[src/rtl/abus_stage.sv]
// Registered A-bus source selector feeding a 2-entry output buffer.
// Each accepted request samples one source and queues {value, select tag} for the ALU A operand.
module abus_stage #(
    parameter int WIDTH = 19,
    parameter int N_SRC = 14,
    parameter int SEL_W = 4
) (
    input  logic                   clk,
    input  logic                   rst_n,
    input  logic                   in_valid,
    output logic                   in_ready,
    input  logic [SEL_W-1:0]       in_sel,
    input  logic [N_SRC*WIDTH-1:0] src_flat,
    input  logic                   flush,
    output logic                   out_valid,
    input  logic                   out_ready,
    output logic [WIDTH-1:0]       out_data,
    output logic [SEL_W-1:0]       out_sel,
    output logic                   sel_err,
    input  logic                   err_clr
);

    typedef enum logic [1:0] {
        EMPTY = 2'd0,
        ONE   = 2'd1,
        FULL  = 2'd2
    } state_t;

    localparam logic [SEL_W-1:0] MAX_SEL = SEL_W'(N_SRC);

    state_t           state_reg;
    logic [WIDTH-1:0] head_data_reg;
    logic [SEL_W-1:0] head_sel_reg;
    logic [WIDTH-1:0] tail_data_reg;
    logic [SEL_W-1:0] tail_sel_reg;
    logic             sel_err_reg;

    logic             push;
    logic             pop;
    logic             sel_bad;
    logic [WIDTH-1:0] push_data;

    // Lookup table covering every select code; code 0 and out-of-range codes read as zero.
    logic [WIDTH-1:0] src_tab [2**SEL_W];

    generate
        for (genvar gi = 0; gi < 2**SEL_W; gi++) begin : g_src
            if (gi >= 1 && gi <= N_SRC) begin : g_live
                assign src_tab[gi] = src_flat[(gi-1)*WIDTH +: WIDTH];
            end else begin : g_zero
                assign src_tab[gi] = '0;
            end
        end
    endgenerate

    assign in_ready  = (state_reg != FULL);
    assign out_valid = (state_reg != EMPTY);
    assign out_data  = head_data_reg;
    assign out_sel   = head_sel_reg;
    assign sel_err   = sel_err_reg;

    assign push      = in_valid & in_ready;
    assign pop       = out_valid & out_ready;
    assign sel_bad   = (in_sel > MAX_SEL);
    assign push_data = src_tab[in_sel];

    always_ff @(posedge clk or negedge rst_n) begin
        if (!rst_n) begin
            state_reg     <= EMPTY;
            head_data_reg <= '0;
            head_sel_reg  <= '0;
            tail_data_reg <= '0;
            tail_sel_reg  <= '0;
            sel_err_reg   <= 1'b0;
        end else begin
            // Setting the sticky error takes priority over a simultaneous clear.
            if (push && sel_bad) begin
                sel_err_reg <= 1'b1;
            end else if (err_clr) begin
                sel_err_reg <= 1'b0;
            end

            if (flush) begin
                state_reg <= EMPTY;
            end else begin
                case (state_reg)
                    EMPTY: begin
                        if (push) begin
                            head_data_reg <= push_data;
                            head_sel_reg  <= in_sel;
                            state_reg     <= ONE;
                        end
                    end
                    ONE: begin
                        if (push && pop) begin
                            head_data_reg <= push_data;
                            head_sel_reg  <= in_sel;
                        end else if (push) begin
                            tail_data_reg <= push_data;
                            tail_sel_reg  <= in_sel;
                            state_reg     <= FULL;
                        end else if (pop) begin
                            state_reg <= EMPTY;
                        end
                    end
                    FULL: begin
                        if (pop) begin
                            head_data_reg <= tail_data_reg;
                            head_sel_reg  <= tail_sel_reg;
                            state_reg     <= ONE;
                        end
                    end
                    default: state_reg <= EMPTY;
                endcase
            end
        end
    end

endmodule

[config.mk]
export PLATFORM = sky130hd
export DESIGN_NAME = abus_stage
export DESIGN_NICKNAME = d
export VERILOG_FILES = /design/src/rtl/abus_stage.sv
export SDC_FILE = /design/constraint.sdc
export NUM_CORES = 1
export LEC_CHECK = 0
export ABC_AREA = 1
export CORE_ASPECT_RATIO = 1.1
export CORE_MARGIN = 2
export CORE_UTILIZATION = 25
export CTS_BUF_LIST = sky130_fd_sc_hd__clkbuf_4 sky130_fd_sc_hd__clkbuf_8
export CTS_CLUSTER_SIZE = 40
export DETAILED_ROUTE_END_ITERATION = 10
export PLACE_DENSITY = 0.7
export SYNTH_ARGS = -nofsm -noshare
export SYNTH_HDL_FRONTEND = slang
export SYNTH_SLANG_ARGS = --single-unit
[constraint.sdc]
create_clock -name clk -period 1.4 [get_ports clk]
set_input_delay 0.28 -clock clk [delete_from_list [all_inputs] [get_ports clk]]
set_output_delay 0.28 -clock clk [all_outputs]
set_load 0.02 [all_outputs]
==> impl_metrics.ini, run 1 <==
[hold_path]
min_path_cells = 4
hp-start = in_sel[1]
hold_path.class = in -> reg
hold_end = sel_err

[clocking]
htreeDepth = 2
clk_latency_ns = 0.31
cts_buffers = 5
cts_max_path_buffers = 2
clkSinkCount = 49
cts_tree = built
root_buffer = clkbuf_8
path_clk_slew_ns = 0.09

[timing]
worst_pin_slew_ns = 0.326
holdWs_ns = 0.467
fin_skew_ns = 0.0119
fin_crit_sh = 1.03
slew_headroom = 0.783
drv_slew = 0
clock.fmax_mhz = 694
setup_slack_ns = -0.0415
min_period_ns = 1.44
rsz0062_at_grt = true
setup-violations-final = 18
hold_viol_final = 0

[finish]
fin_nets = 1682
final_cell_mix = 520 x nand2_1, 270 x clkdlybuf4s50_1, 153 x nand3_1
fill_cells = 2228
layout_commonest_cell = nand2_1
ff_latch_area_um2 = 1230
finalInstanceArea_um2 = 9830
syn_to_final_growth_pct = 78.4
stdcell_count = 1697
multiInputGateArea_um2 = 3510
n_antenna_cell = 0
drive_above_1_share = 0.118

[critical_path]
critical_path_arrival_ns = 1.68
reg2reg_from = state_reg[1]
worstPathMaxFanout = 8
reg2reg_slack_ns = -0.03
crit_chain = clkdlybuf4s50_1 > nand2_4 > nor3_4 > nand2_2 > inv_8 > clkbuf_16 > nand2_2 > o21ai_1
critPathMostFrequentCell = nand2_2
critical_path_required_ns = 1.64
cp_top_family = buffers and inverters
cp_slowest_stage_delay_ns = 0.55
crit_buf_inv = 3
worst-setup-path-type = in -> reg
r2r_cells = 8
reg2reg_to = tail_data_reg[8]
cp_slowest_cell = clkdlybuf4s50_1
end_kind = register
cp-start-kind = input pin

[floorplan]
dieHeight_um = 160
num_rows = 56
die_w_um = 146
coreArea_um2 = 21500
initial_core_util = 0.256
die_area_um2 = 23200
pin_count = 302

[logic_synthesis]
synthTopCellsByArea = nand2_1 37%, dfrtp_1 22%, nand3_1 14%, inv_1 10%, nor2_1 2.7%
yosysTopAreaCell = nand2_1
seq_area_frac_synth = 0.223
synth_top_area_share = 0.371
ys_ff_latch = 49
synthDistinctLibCells = 24
syn_area_per_cell_um2 = 5.10
synth_nets = 1356
syn_inst = 1080
ys_warn_count = 0
synth_area_um2 = 5510

[route]
routedWlPerCell_um = 15.8
vias_per_cell = 4.49
drc = 0
vias = 7616
antenna_left = 0
drtIter0Drc = 542
routed_wirelength_mm = 26.8
drtPass1Iterations = 5

[placement]
io_buffers = 301
place_inst = 1670
place_congestion = 0.892
dp_hpwl_mm = 20.9
place_area_um2 = 9230

[power_and_ir_drop]
power_density_nw_per_um2 = 735
comb_power_share = 0.563
vdd_ir_drop_max_mv = 0.409
leakage_nw = 5.33
p_sw_mw = 2.93
swShare = 0.405
pwr-share-clk = 0.125
power.internal_mw = 4.30
p_seq_frac = 0.312

[outcome]
status = complete, but fails checks
violations = setup timing

[flow_run]
cap_violations = 0

[global_routing]
grt_pass1_wl_mm = 39.5
antenna_found_initial = 0
overflow = 0
grt_pass1_vias = 7353
grt_max_degree = 61
track_usage = 0.216
power by group through the flow:
stage / sequential (mW) / combinational, mW / clock (mW)
after floorplan: 2.48 / 1.54 / 0
after global placement: 2.27 / 3.81 / 0
after detailed placement: 2.28 / 3.85 / 0
after CTS: 2.25 / 3.73 / 0.915
after global routing: 2.31 / 4.46 / 0.978
final: 2.25 / 4.07 / 0.903
cell type report:
class	count	area share
multi-input cells	800	0.357
well taps	290	0.0369
clock buffers	7	0.00853
clock inverters	1	0.000764
flip-flops and latches	49	0.125
repair buffers	386	0.408
inverters	164	0.0642
cells in the mapped netlist:
master and number:
clkbuf_1 21, nand3_1 153, nor3_2 1, o22ai_1 1
nand2_2 1, nand2_1 544, inv_2 13, buf_2 28
buf_4 15, buf_6 1, inv_1 150, o21ai_0 12
o21ai_1 19, buf_1 2, o31ai_1 1, nand3b_1 5
xor2_1 2, a21oi_1 19, dfrtp_1 49, nor2_2 1
nand3_2 1, clkinv_1 1, nor2_1 39, nor2_4 1
metal layers:
layer  routed length, µm  GRT usage
met1               10600      0.261
met4                 583     0.0423
met5                   0          0
met3                1890     0.0320
met2               13800      0.405
cell families after synthesis:
group	Yosys count	share of synthesized area
DFF	49	0.223
and+or+nand+nor	746	0.551
buffers and inverters	231	0.175
AOI/OAI and AO/OA	52	0.0479
xor gates and xnor gates	2	0.00318
repair_timing:
action,in CTS,in global routing
setup endpoints to repair,48,46
hold buffers,1,0
gates resized for setup,38,71
hold endpoints to repair,49,0
buffers inserted,6,2
gates cloned,0,10
pin swaps,0,21
how the worst max path moves through the flow:
stage	slack, ns	cells past startpoint	startpoint	endpoint
finish	-0.04	8	in_valid	tail_data_reg[8]
global route	-0.10	13	in_sel[0]	out_data[17]
CTS	-0.02	4	state_reg[0]	in_ready
detailed placement	-0.42	9	in_sel[2]	out_data[11]
global placement	-0.42	9	in_sel[2]	out_data[11]
floorplan	0.008	8	state_reg[1]	tail_data_reg[18]
worst register-to-register path: cells and delay by family, from the launching register on:
family	cells	cell delay, ns
AOI/OAI and AO/OA	1	0.07
buffers and inverters	3	0.40
and+or+nand+nor	4	0.44
DFF	1	0.46
per-stage QoR:
step | utilization | power, mW | setup TNS (ns) | setup slack, ns
after CTS | 0.435 | 6.90 | -0.0184 | -0.0184
after global routing | 0.457 | 7.74 | -2.74 | -0.101
after global placement | 0.429 | 6.08 | -14.11 | -0.425
after detailed placement | 0.429 | 6.14 | -14.70 | -0.425
after floorplan | - | 4.02 | 0 | 0.00818
final | 0.457 | 7.22 | -0.273 | -0.0415
Power figures use the tool's default switching activity.
==> inputs of run 2 (changes only) <==
- CORE_UTILIZATION: 25 -> 37
- PLACE_DENSITY: 0.7 -> 0.92
==> impl_metrics.ini, run 2 (synthesis gave the netlist of run 1 again) <==
[clocking]
cts_buffers = 5
clkSinkCount = 49
htreeDepth = 2
clk_latency_ns = 0.32
path_clk_slew_ns = 0.11
root_buffer = clkbuf_8
cts_tree = built
cts_max_path_buffers = 2

[timing]
hold_viol_final = 0
fin_skew_ns = 0.0215
clock.fmax_mhz = 704
rsz0062_at_grt = true
tns_ns = -0.0288
setup-violations-final = 2
min_period_ns = 1.42
holdWs_ns = 0.441
slew_headroom = 0.713
setup_slack_ns = -0.0211
drv_slew = 0
fin_crit_sh = 1.02
worst_pin_slew_ns = 0.431

[finish]
fill_cells = 1281
fin_nets = 1671
syn_to_final_growth_pct = 73.4
final_cell_mix = 522 x nand2_1, 270 x clkdlybuf4s50_1, 153 x nand3_1
finalInstanceArea_um2 = 9560
layout_commonest_cell = nand2_1
drive_above_1_share = 0.103
stdcell_count = 1590
utilization = 0.659

[outcome]
violations = setup timing
status = complete, but fails checks

[route]
drtIter0Drc = 499
routedWlPerCell_um = 16.2
drtPass1Iterations = 5
vias_per_cell = 5.04
drc = 0
antenna_left = 0
vias = 8021
routed_wirelength_mm = 25.8

[floorplan]
die_area_um2 = 15900
dieHeight_um = 132
num_rows = 46
initial_core_util = 0.380
die_w_um = 120
pin_count = 302
coreArea_um2 = 14500

[global_routing]
track_usage = 0.309
overflow = 0
grt_max_degree = 57
antenna_found_initial = 3
grt_pass1_wl_mm = 39.0
grt_pass1_vias = 7808

[critical_path]
worstPathMaxFanout = 6
worst-setup-path-type = reg -> reg
critical_path_arrival_ns = 1.68
end_kind = register
r2r_cells = 9
cp-start-kind = register
critical_path_required_ns = 1.66

[power_and_ir_drop]
power_density_nw_per_um2 = 767
leakage_nw = 5.24
vdd_ir_drop_max_mv = 0.463
total_power_mw = 7.33

[flow_run]
cap_violations = 0

[placement]
place_inst = 1567
place_congestion = 0.950
dp_slack_ns = -0.344
dp_hpwl_mm = 19.8
place_area_um2 = 9090
io_buffers = 301

[hold_path]
hold_path.class = in -> async
-- run 2: changes by cell type in the layout (fill, tap and decap cells not counted), moves of 3 or more --
cell | before | now
buf_8 | 4 | 1
o21ai_2 | 10 | 5
o21ai_1 | 10 | 19
inv_1 | 149 | 146
inv_2 | 11 | 14
clkbuf_16 | 7 | 3
buf_4 | 53 | 44
nand2_4 | 6 | 3
o21ai_0 | 11 | 7
a21oi_1 | 5 | 12
a21oi_2 | 14 | 5
-- run 2: cell type report --
class                           count  area [µm²]  share of cell area
Clock inverter                      3        47.5             0.00498
Tap cell                          192         240              0.0251
Inverter                          164         628              0.0657
Timing Repair Buffer              375        3870               0.405
Antenna cell                        2        5.00            0.000524
Sequential cell                    49        1230               0.128
Multi-Input combinational cell    800        3470               0.363
Clock buffer                        5        68.8             0.00720
-- run 2: path summary, 6_finish.rpt --
| path | from | endpoint | slack (ns) |
|---|---|---|---|
| setup / recovery | state_reg[0] | out_data[14] | -0.02 |
| hold / removal | rst_n | tail_data_reg[4] | 0.44 |
| setup reg to reg | state_reg[0] | out_data[14] | -0.02 |
| max in group asynchronous | rst_n | tail_data_reg[3] | 0.49 |
| min in group clk | out_data[12] | out_data[12] | 0.49 |
| hold reg to reg | out_data[12] | out_data[12] | 0.49 |
-- run 2: routing by layer --
layer  up-vias  routed length, µm  share of wire  GRT usage
met5         -                 10        0.00039          0
li1       3871                  -              -          -
met1      3568               9490           0.37      0.346
met2       477              12600           0.49      0.552
met4         2               1180          0.046      0.121
met3       103               2460          0.096     0.0835
-- run 2: repair_timing --
item                       4_1_cts  5_1_grt
hold buffers                     1        0
hold endpoints to repair        12        0
setup endpoints to repair       44       41
buffers inserted                 3        3
gates cloned                     3        4
pin swaps                        0       11
gates resized for setup         41       57
-- run 2: critical path: stages, from the launching register on --
cell and delay (ns):
dfrtp_1 0.39, inv_2 0.09, nand2_2 0.06, buf_6 0.14, nand2_4 0.06, nand3_4 0.15, clkbuf_16 0.22, a21oi_2 0.13
nand2_1 0.08, nand2_1 0.07
-- run 2: power breakdown --
group / internal [mW] / total [mW] / switching [mW] / leakage (nW)
clock network: 0.546 / 1.07 / 0.522 / 0.0592
registers: 1.98 / 2.26 / 0.286 / 0.610
logic: 1.86 / 4.00 / 2.14 / 4.57
